**config.mk**
```make
export PLATFORM = sky130hd
export DESIGN_NAME = alu4bit_core
export DESIGN_NICKNAME = d
export VERILOG_FILES = /design/src/rtl/alu4bit_pkg.sv /design/src/rtl/alu4bit_datapath.sv /design/src/rtl/alu4bit_core.sv
export SDC_FILE = /design/constraint.sdc
export NUM_CORES = 1
export LEC_CHECK = 0
export CAP_MARGIN = 20
export CORE_UTILIZATION = 49
export CTS_CLUSTER_SIZE = 10
export DETAILED_ROUTE_END_ITERATION = 10
export GPL_ROUTABILITY_DRIVEN = 1
export GPL_TIMING_DRIVEN = 0
export PLACE_DENSITY = 0.79
export SYNTH_ARGS = -nofsm -noshare
export SYNTH_HDL_FRONTEND = slang
export SYNTH_HIERARCHICAL = 1
export SYNTH_SLANG_ARGS = --single-unit
```
**constraint.sdc**
```tcl
create_clock -name clk -period 1 [get_ports clk]
set_input_delay 0.2 -clock clk [delete_from_list [all_inputs] [get_ports clk]]
set_output_delay 0.2 -clock clk [all_outputs]
set_load 0.1 [all_outputs]
```
**src/rtl/alu4bit_pkg.sv**
```systemverilog
// Shared types for the registered 4-bit ALU slice: opcode encoding,
// status flag bundle and the default datapath width.
package alu4bit_pkg;

    localparam int DEF_WIDTH = 4;

    typedef enum logic [1:0] {
        OP_ADD = 2'b00,
        OP_SUB = 2'b01,
        OP_AND = 2'b10,
        OP_OR  = 2'b11
    } opcode_e;

    typedef struct packed {
        logic carry;
        logic ovf;
        logic zero;
        logic neg;
    } flags_t;

endpackage

```
**src/rtl/alu4bit_datapath.sv**
```systemverilog
// Combinational ALU datapath: (a, b, oc) -> (result, flags).
// Define ALU4BIT_SATURATE_EN for unsigned saturation on ADD/SUB.
module alu4bit_datapath
    import alu4bit_pkg::*;
#(
    parameter int WIDTH = DEF_WIDTH
) (
    input  logic [WIDTH-1:0] a_i,
    input  logic [WIDTH-1:0] b_i,
    input  logic [1:0]       oc_i,
    output logic [WIDTH-1:0] result_o,
    output flags_t           flags_o
);

    localparam int MSB = WIDTH - 1;

    logic [WIDTH:0]   sum;
    logic [WIDTH:0]   diff;
    logic [WIDTH-1:0] res;
    logic             carry;
    logic             ovf;
    opcode_e          op;

    assign sum  = {1'b0, a_i} + {1'b0, b_i};
    // Top bit of the widened difference is the unsigned borrow.
    assign diff = {1'b0, a_i} - {1'b0, b_i};
    assign op   = opcode_e'(oc_i);

    always_comb begin
        res   = '0;
        carry = 1'b0;
        ovf   = 1'b0;
        unique case (1'b1)
            (op == OP_ADD): begin
                res   = sum[WIDTH-1:0];
                carry = sum[WIDTH];
                ovf   = (a_i[MSB] == b_i[MSB]) &&
                        (sum[MSB] != a_i[MSB]);
`ifdef ALU4BIT_SATURATE_EN
                if (sum[WIDTH]) res = '1;
`endif
            end
            (op == OP_SUB): begin
                res   = diff[WIDTH-1:0];
                carry = diff[WIDTH];
                ovf   = (a_i[MSB] != b_i[MSB]) &&
                        (diff[MSB] != a_i[MSB]);
`ifdef ALU4BIT_SATURATE_EN
                if (diff[WIDTH]) res = '0;
`endif
            end
            (op == OP_AND): res = a_i & b_i;
            default:        res = a_i | b_i;
        endcase
    end

    assign result_o      = res;
    assign flags_o.carry = carry;
    assign flags_o.ovf   = ovf;
    assign flags_o.zero  = (res == '0);
    assign flags_o.neg   = res[MSB];

endmodule

```
**src/rtl/alu4bit_core.sv**
```systemverilog
// Registered 4-bit ALU: one-cycle latency, result and flags held when idle.
// Optional ALU4BIT_SATURATE_EN is handled inside alu4bit_datapath.
module alu4bit_core
    import alu4bit_pkg::*;
#(
    parameter int WIDTH = DEF_WIDTH
) (
    input  logic             clk,
    input  logic             rst_n,
    input  logic             in_valid,
    input  logic [WIDTH-1:0] a,
    input  logic [WIDTH-1:0] b,
    input  logic [1:0]       oc,
    output logic [WIDTH-1:0] out,
    output logic             out_valid,
    output logic             carry,
    output logic             ovf,
    output logic             zero,
    output logic             neg
);

    logic [WIDTH-1:0] res;
    flags_t           flags;

    logic [WIDTH-1:0] out_q, out_d;
    flags_t           flags_q, flags_d;
    logic             valid_q;

    alu4bit_datapath #(.WIDTH(WIDTH)) u_dp (
        .a_i      (a),
        .b_i      (b),
        .oc_i     (oc),
        .result_o (res),
        .flags_o  (flags)
    );

    always_comb begin
        out_d   = out_q;
        flags_d = flags_q;
        if (in_valid) begin
            out_d   = res;
            flags_d = flags;
        end
    end

    always_ff @(posedge clk or negedge rst_n) begin
        if (!rst_n) begin
            out_q   <= '0;
            flags_q <= '0;
            valid_q <= 1'b0;
        end else begin
            out_q   <= out_d;
            flags_q <= flags_d;
            valid_q <= in_valid;
        end
    end

    assign out       = out_q;
    assign out_valid = valid_q;
    assign carry     = flags_q.carry;
    assign ovf       = flags_q.ovf;
    assign zero      = flags_q.zero;
    assign neg       = flags_q.neg;

endmodule

```
* Word-level counts from Yosys, hierarchy flattened
Cells that the tools add are included.
Storage, ports and cells: bits in registers 9, input bits 13, output and inout port bits 9, logic and storage cells 23
Operators by class: add/subtract/negate cells 2, eq/ne operators 6, muxes and demuxes 3, bitwise gates (word level) 2, reduce and logical (&&, ||, !) cells 4
Operator list (number):
- $pmux 4 s3 | 1
- $add 4x4->5 | 1
- $sub 4x4->5 | 1
- $and 4x4->4 | 1
- $logic_not 4->1 | 1
- $or 4x4->4 | 1
- $pmux 1 s2 | 2
- $ne 1x1->1 | 3
- $eq 2x1->1 const B | 1
- $eq 2x2->1 const B | 1
- $logic_and 1x1->1 | 2
- $logic_not 2->1 | 1
- $eq 1x1->1 | 1

* Longest topological paths before layout
Gate-level depths: netlist of the first run.
depth after elaboration 4, mapped depth 9, depth with buffers taken out 9

* By module
The synthesis of the first run kept the hierarchy.
Modules (own cells, without submodules):
- alu4bit_datapath | times used 1, cells each 69, area each 550.5 um2, sequential area each 0.0 um2
- alu4bit_core | times used 1, cells each 18, area each 356.6 um2, sequential area each 225.2 um2

* Worst setup path before layout of the first run
Ideal clock, no wire load.
kind input -> register, from input a[0], to register flags_q, in the netlist zero, setup time 68 ps, arrival 1921 ps, required time 932 ps, path slack -989 ps, stages 8, path buffers 0, cell sequence ha_1 > inv_1 > fa_1 > clkinv_1 > mux4_2 > a2111o_1 > nor3_2 > mux2_4
RTL lines:
- from (decl) | RTL line alu4bit_core.sv:11 | input logic [WIDTH-1:0] a,
- to (signal assigned) | RTL line alu4bit_core.sv:53 | flags_q <= flags_d;
- to (decl) | RTL line alu4bit_core.sv:26 | flags_t flags_q, flags_d;

==> metrics.txt, run 1 <==
first-pass GRT wire length=3.70 mm; Vias=817; largest net degree at the start of global routing=11; floorplan core area=1730 um2; WL/cell=16.8 um; crit end category=flop; Fin. Hold Viols=0; Tmin final=between 1.5 and 2 ns; Leak=just over 0.7 nW; Worst-Skew Late Latency=between 0.2 and 0.3 ns; root buf cell=clkbuf_4; worst clock skew=0 ns; Peak VDD IR=872 uV; worst-path maximum fanout=4; area delta synth->final=74.3%; final cycle utilization of the critical path=189%; max-cap violations=0; grt met2 use=49.9%; Post-DP Area=approximately 1200 um2; Max-slew headroom=71.5%; RSZ-0062 raised after global routing=yes; total power draw=2.08 mW; pre-CTS WS=-1.66 ns; Syn. warnings=6; CTS tree=yes; fin. max-slew vios=0; Final ANT Viol Nets=0; post-detail-place hpwl=1.36 mm; FP Rows=15; arrival time at the worst endpoint=2.09 ns; placed insts=133; DR iter-0 viols=13; Synth cell types=33; sequential fraction of the synthesis area=24.8%; Core Util, Final=about nine tenths; initial antenna violation count=0; GRT Resource Usage Total=25.7%; die width=about 45 um; vias in the first global route=approximately 800; met1 usage=a little under a third; vias per cell=5.34; I/O Buffers=21; Max Clk Rate=530 MHz; Worst EP required=1.20 ns; Starting Density=52.5%; full die area=2030 um2; clk buf depth=2; final instance area=approximately 1600 um2; Layout Cells excl Fill=153; critical path type=in -> reg; synthesized area=slightly above 900 um2; DR DRC count=0; Initial DRT Pass Iterations=4; clk sinks=9; Ports=22; met3 Use GR=1.20%; violations in the final reports=setup timing; Syn Area/Cell=10.4 um2; final setup TNS=-5.52 ns; worst hold slack=0.120 ns; n_diodes=0; number of H-tree levels=1; register bit total from synthesis=9; outcome=finished, violations left; Layout Nets=156; CTS buffer count=3; share of layout cells above drive strength 1=69.5%; number of setup violations in the final report=16; Startpoint Class=primary input; DIE HEIGHT=approximately 45 um; Routed WL=2.57 mm; Least-Margin Pin Slew=0.425 ns; GRT overflow=0; clock-pin slew on the worst setup and hold paths=roughly 0.060 ns; Cells after Synth=87; Syn Nets=114; Placer Congestion=0.836; pwr dens=1320 nW/um2; Most Crowded Layer GR=met2; Hold Crit Class=in -> reg; setup ws final=-0.887 ns
[synth_stat cells (all sizes together)]
library cell	n	share of area, %
nor2	4	1.7
mux2	8	13
o21ba	1	1.1
xnor2	3	2.9
and2	2	1.4
mux4	1	2.5
o21ai	2	1.1
o31ai	1	0.83
a211oi	1	0.83
fa	2	4.4
clkinv	1	0.41
a21oi	3	1.7
a2111o	1	1.2
buf	5	4.3
or2	2	1.4
nand2	1	0.41
a221oi	1	0.97
dfrtp	9	25
inv	14	5.8
o21bai	2	1.7
a21o	1	0.83
and2b	1	0.97
mux2i	3	3.3
nor3	1	1.1
o32ai	2	1.9
a311o	1	1.1
ha	12	17
nand2b	2	1.7
[registers in the layout, summed over array words and instances, names as in the netlist]
| name | cells |
|---|---|
| out | 4 |
| carry | 1 |
| neg | 1 |
| out_valid | 1 |
| ovf | 1 |
| zero | 1 |
[path summary, 6_finish.rpt]
path / start / to / slack (ns) / cells past startpoint
min: in_valid / out_valid / 0.12 / 1
min in group asynchronous: rst_n / neg / 0.23 / 1
max: a[1] / zero / -0.89 / 8
max in group asynchronous: rst_n / out[0] / 0.45 / 1
min reg2reg: carry / carry / 0.59 / 1
max reg2reg: out[0] / out[0] / 0.02 / 2
[cells by family (layout without fill, tap and decap cells)]
group                      Yosys count  after routing  synth area share [%]
buffers and inverters               20             61                  10.5
xor gates and xnor gates             3              3                  2.90
and+or+nand+nor                     13             13                  8.55
AOI/OAI and AO/OA                   16             16                  13.2
adders and majority gates           14             14                  21.0
muxes                               12             12                  19.0
DFF                                  9              9                  24.8
[per-layer routing]
| layer | wire, um | part of all wire [%] |
|---|---|---|
| met4 | 19 | 0.74 |
| met5 | 0 | 0 |
| met2 | 1440 | 56 |
| met3 | 111 | 4.3 |
| met1 | 993 | 39 |
[report_power, final]
part           switching, mW  leakage [nW]  internal, mW
Clock                  0.129        0.0150         0.154
Sequential            0.0629         0.102         0.431
Combinational          0.713         0.610         0.594
[placed cells by master, fill, tap and decap left out, types with 3 or more instances in the layout]
| cell | n |
|---|---|
| ha_4 | 5 |
| dfrtp_2 | 7 |
| dlygate4sd2_1 | 4 |
| inv_2 | 10 |
| buf_12 | 8 |
| mux2_4 | 8 |
| ha_1 | 5 |
| buf_8 | 3 |
| nor2_1 | 3 |
| clkbuf_4 | 3 |
| inv_1 | 3 |
| buf_6 | 9 |
| mux2i_1 | 3 |
| buf_4 | 14 |
[worst max-delay path: stages]
cell and delay, ns:
buf_4 0.13, inv_2 0.07, fa_1 0.56, inv_2 0.03
mux4_2 0.49, a2111o_1 0.34, nor3_2 0.12, mux2_4 0.15
[layout make-up]
type	count	area (um2)
Fill cell	69	145
Buffer	3	30.0
Timing Repair Buffer	39	454
Clock buffer	4	26.3
Sequential cell	9	238
Tap cell	25	31.3
Multi-Input combinational cell	58	739
Inverter	15	62.6
[what timing repair did]
action / in CTS / in global routing
buffers inserted: 13 / 5
pin swaps: 8 / 9
resized for setup: 136 / 16
hold endpoints to repair: 0 / 0
hold buffers: 0 / 0
endpoints found under the setup margin: 17 / 17
Power figures use the tool's default switching activity.
==> run 2: changes to the inputs <==
--- a/config.mk
+++ b/config.mk
@@ -10,7 +10,6 @@
 export CTS_CLUSTER_SIZE = 10
 export DETAILED_ROUTE_END_ITERATION = 10
 export GPL_ROUTABILITY_DRIVEN = 1
-export GPL_TIMING_DRIVEN = 0
 export PLACE_DENSITY = 0.79
 export SYNTH_ARGS = -nofsm -noshare
 export SYNTH_HDL_FRONTEND = slang
==> constraint.sdc (replaced) <==
create_clock -name clk -period 1.8 [get_ports clk]
set_input_delay 0.36 -clock clk [delete_from_list [all_inputs] [get_ports clk]]
set_output_delay 0.36 -clock clk [all_outputs]
set_load 0.1 [all_outputs]
==> metrics.txt, run 2 (synthesis gave the netlist of run 1 again) <==
area delta synth->final=81.4%; die width=45.0 um (unchanged); largest net degree at the start of global routing=10 (-1); Peak VDD IR=610 uV (-30%); vias per cell=6.21 (+16%); Ports=22 (unchanged); FP Rows=15 (unchanged); RSZ-0062 raised after global routing=yes; Max Clk Rate=471 MHz; Setup crit start=a[3]; CP max stage delay=0.52 ns (-0.04 ns); DIE HEIGHT=45.0 um (unchanged); DR DRC count=0 (unchanged); Buf/Inv on CP=2 (-1); number of setup violations in the final report=6 (-10); Max-slew headroom=72.4% (+0.97 points); Worst path top cell family by delay=buffers and inverters; GRT Resource Usage Total=26.6% (+0.90 points); critical path type=in -> reg; final cycle utilization of the critical path=118%; outcome=finished, violations left; arrival time at the worst endpoint=2.28 ns (+0.19 ns); clk sinks=9 (unchanged); CTS buffer count=3 (unchanged); Hold Crit Class=in -> async; FF-to-FF Start=zero; worst clock skew=0 ns (unchanged); Starting Density=52.5% (unchanged); WL/cell=23.5 um (+40%); pre-CTS WS=-0.983 ns (+0.674 ns); DR iter-0 viols=53 (+40); reg2reg path depth=1 (-1); Worst-Skew Late Latency=0.27 ns (about the same); max-cap violations=0 (unchanged); R2R Path End=zero; R2R setup slack=0.95 ns (+0.93 ns); worst-path maximum fanout=4 (unchanged); Startpoint Class=primary input; root buf cell=clkbuf_4; Tmin final=between 2 and 2.5 ns; number of H-tree levels=1 (unchanged); vias in the first global route=832 (+3.5%); GRT overflow=0 (unchanged); initial antenna violation count=0 (unchanged); Worst EP required=1.95 ns (+0.75 ns); total power draw=1.20 mW (-42%); crit end category=flop; most frequent cells in the layout=buf_4 (26), dfrtp_1 (9), buf_12 (9), mux2_4 (8), inv_1 (8); Leak=0.795 nW (+9.4%); first-pass GRT wire length=3.83 mm (+3.5%); Fin. Hold Viols=0 (unchanged); post-detail-place hpwl=1.72 mm (+26%); pwr dens=728 nW/um2 (-45%); crit-path cells=clkdlybuf4s50_1 -> inv_1 -> ha_4 -> and2b_2 -> o21ai_0 -> mux2i_2 -> or2_1 -> mux2_4; floorplan core area=1730 um2 (unchanged); setup ws final=-0.324 ns (+0.563 ns); Core Util, Final=95.3% (+3.7 points); Vias=1018 (+25%); Final ANT Viol Nets=0 (unchanged); share of layout cells above drive strength 1=59.0% (-11 points); Layout Nets=167 (+7.1%); CTS tree=yes; leading cell type in the layout, fill and taps excluded=buf_4; full die area=2030 um2 (unchanged); max FFs per register=4 (unchanged); n_diodes=0 (unchanged); clk buf depth=2 (unchanged); Initial DRT Pass Iterations=4 (unchanged); violations in the final reports=setup timing; fin. max-slew vios=0 (unchanged); clock-pin slew on the worst setup and hold paths=0.07 ns (about the same); Routed WL=3.85 mm (+50%); I/O Buffers=21 (unchanged); Least-Margin Pin Slew=0.412 ns (-0.0132 ns); Placer Congestion=0.846 (+1.1%); CP max stage cell=clkdlybuf4s50_1
-- run 2: layer usage --
metal  wire (um)  global-route usage [%]  up-vias
met3         405                    3.60       39
met5           0                       0        -
met4         282                    10.9        0
li1            -                       -      396
met2        1830                    51.3      108
met1        1330                    28.6      475
-- run 2: cell type report --
class,instances,area [um2]
Multi-Input combinational cell,58,727
Clock buffer,4,26.3
Tap cell,25,31.3
Fill cell,46,81.3
Timing Repair Buffer,53,573
Inverter,15,62.6
Sequential cell,9,225
-- run 2: report_power, final --
part / internal, mW / switching, mW
sequential: 0.232 / 0.0404
combinational: 0.335 / 0.423
clock: 0.0860 / 0.0819
-- run 2: worst max path at each step --
stage	to	cells after the start	slack (ns)
floorplan	zero	7	-0.31
global placement	zero	9	-0.89
detailed placement	zero	9	-0.98
CTS	zero	9	-0.34
global route	zero	9	-0.36
finish	neg	8	-0.32
-- run 2: per-stage QoR --
stage	cells	setup TNS, ns	area (um2)	hold slack (ns)
finish	164	-1.45	1650	0.382
global route	164	-1.54	1650	0.400
CTS	158	-0.734	1500	0.400
detailed placement	152	-5.69	1410	0.560
global placement	152	-5.27	1410	0.563
floorplan	87	-0.579	938	0.0644
-- run 2: repair_timing --
item                       CTS  global route
setup buffers                2             7
hold buffers                 0             0
setup endpoints to repair    8             7
resized for setup           32            23
cloned                       0             0
pin swaps                    5            10
==> run 3: changes to the inputs <==
--- a/config.mk
+++ b/config.mk
@@ -5,7 +5,7 @@
 export SDC_FILE = /design/constraint.sdc
 export NUM_CORES = 1
 export LEC_CHECK = 0
-export CAP_MARGIN = 20
+export CAP_MARGIN = 5
 export CORE_UTILIZATION = 49
 export CTS_CLUSTER_SIZE = 10
 export DETAILED_ROUTE_END_ITERATION = 10
==> results of run 3 <==
The final DEF is identical to that of run 2; final timing and power are the same.
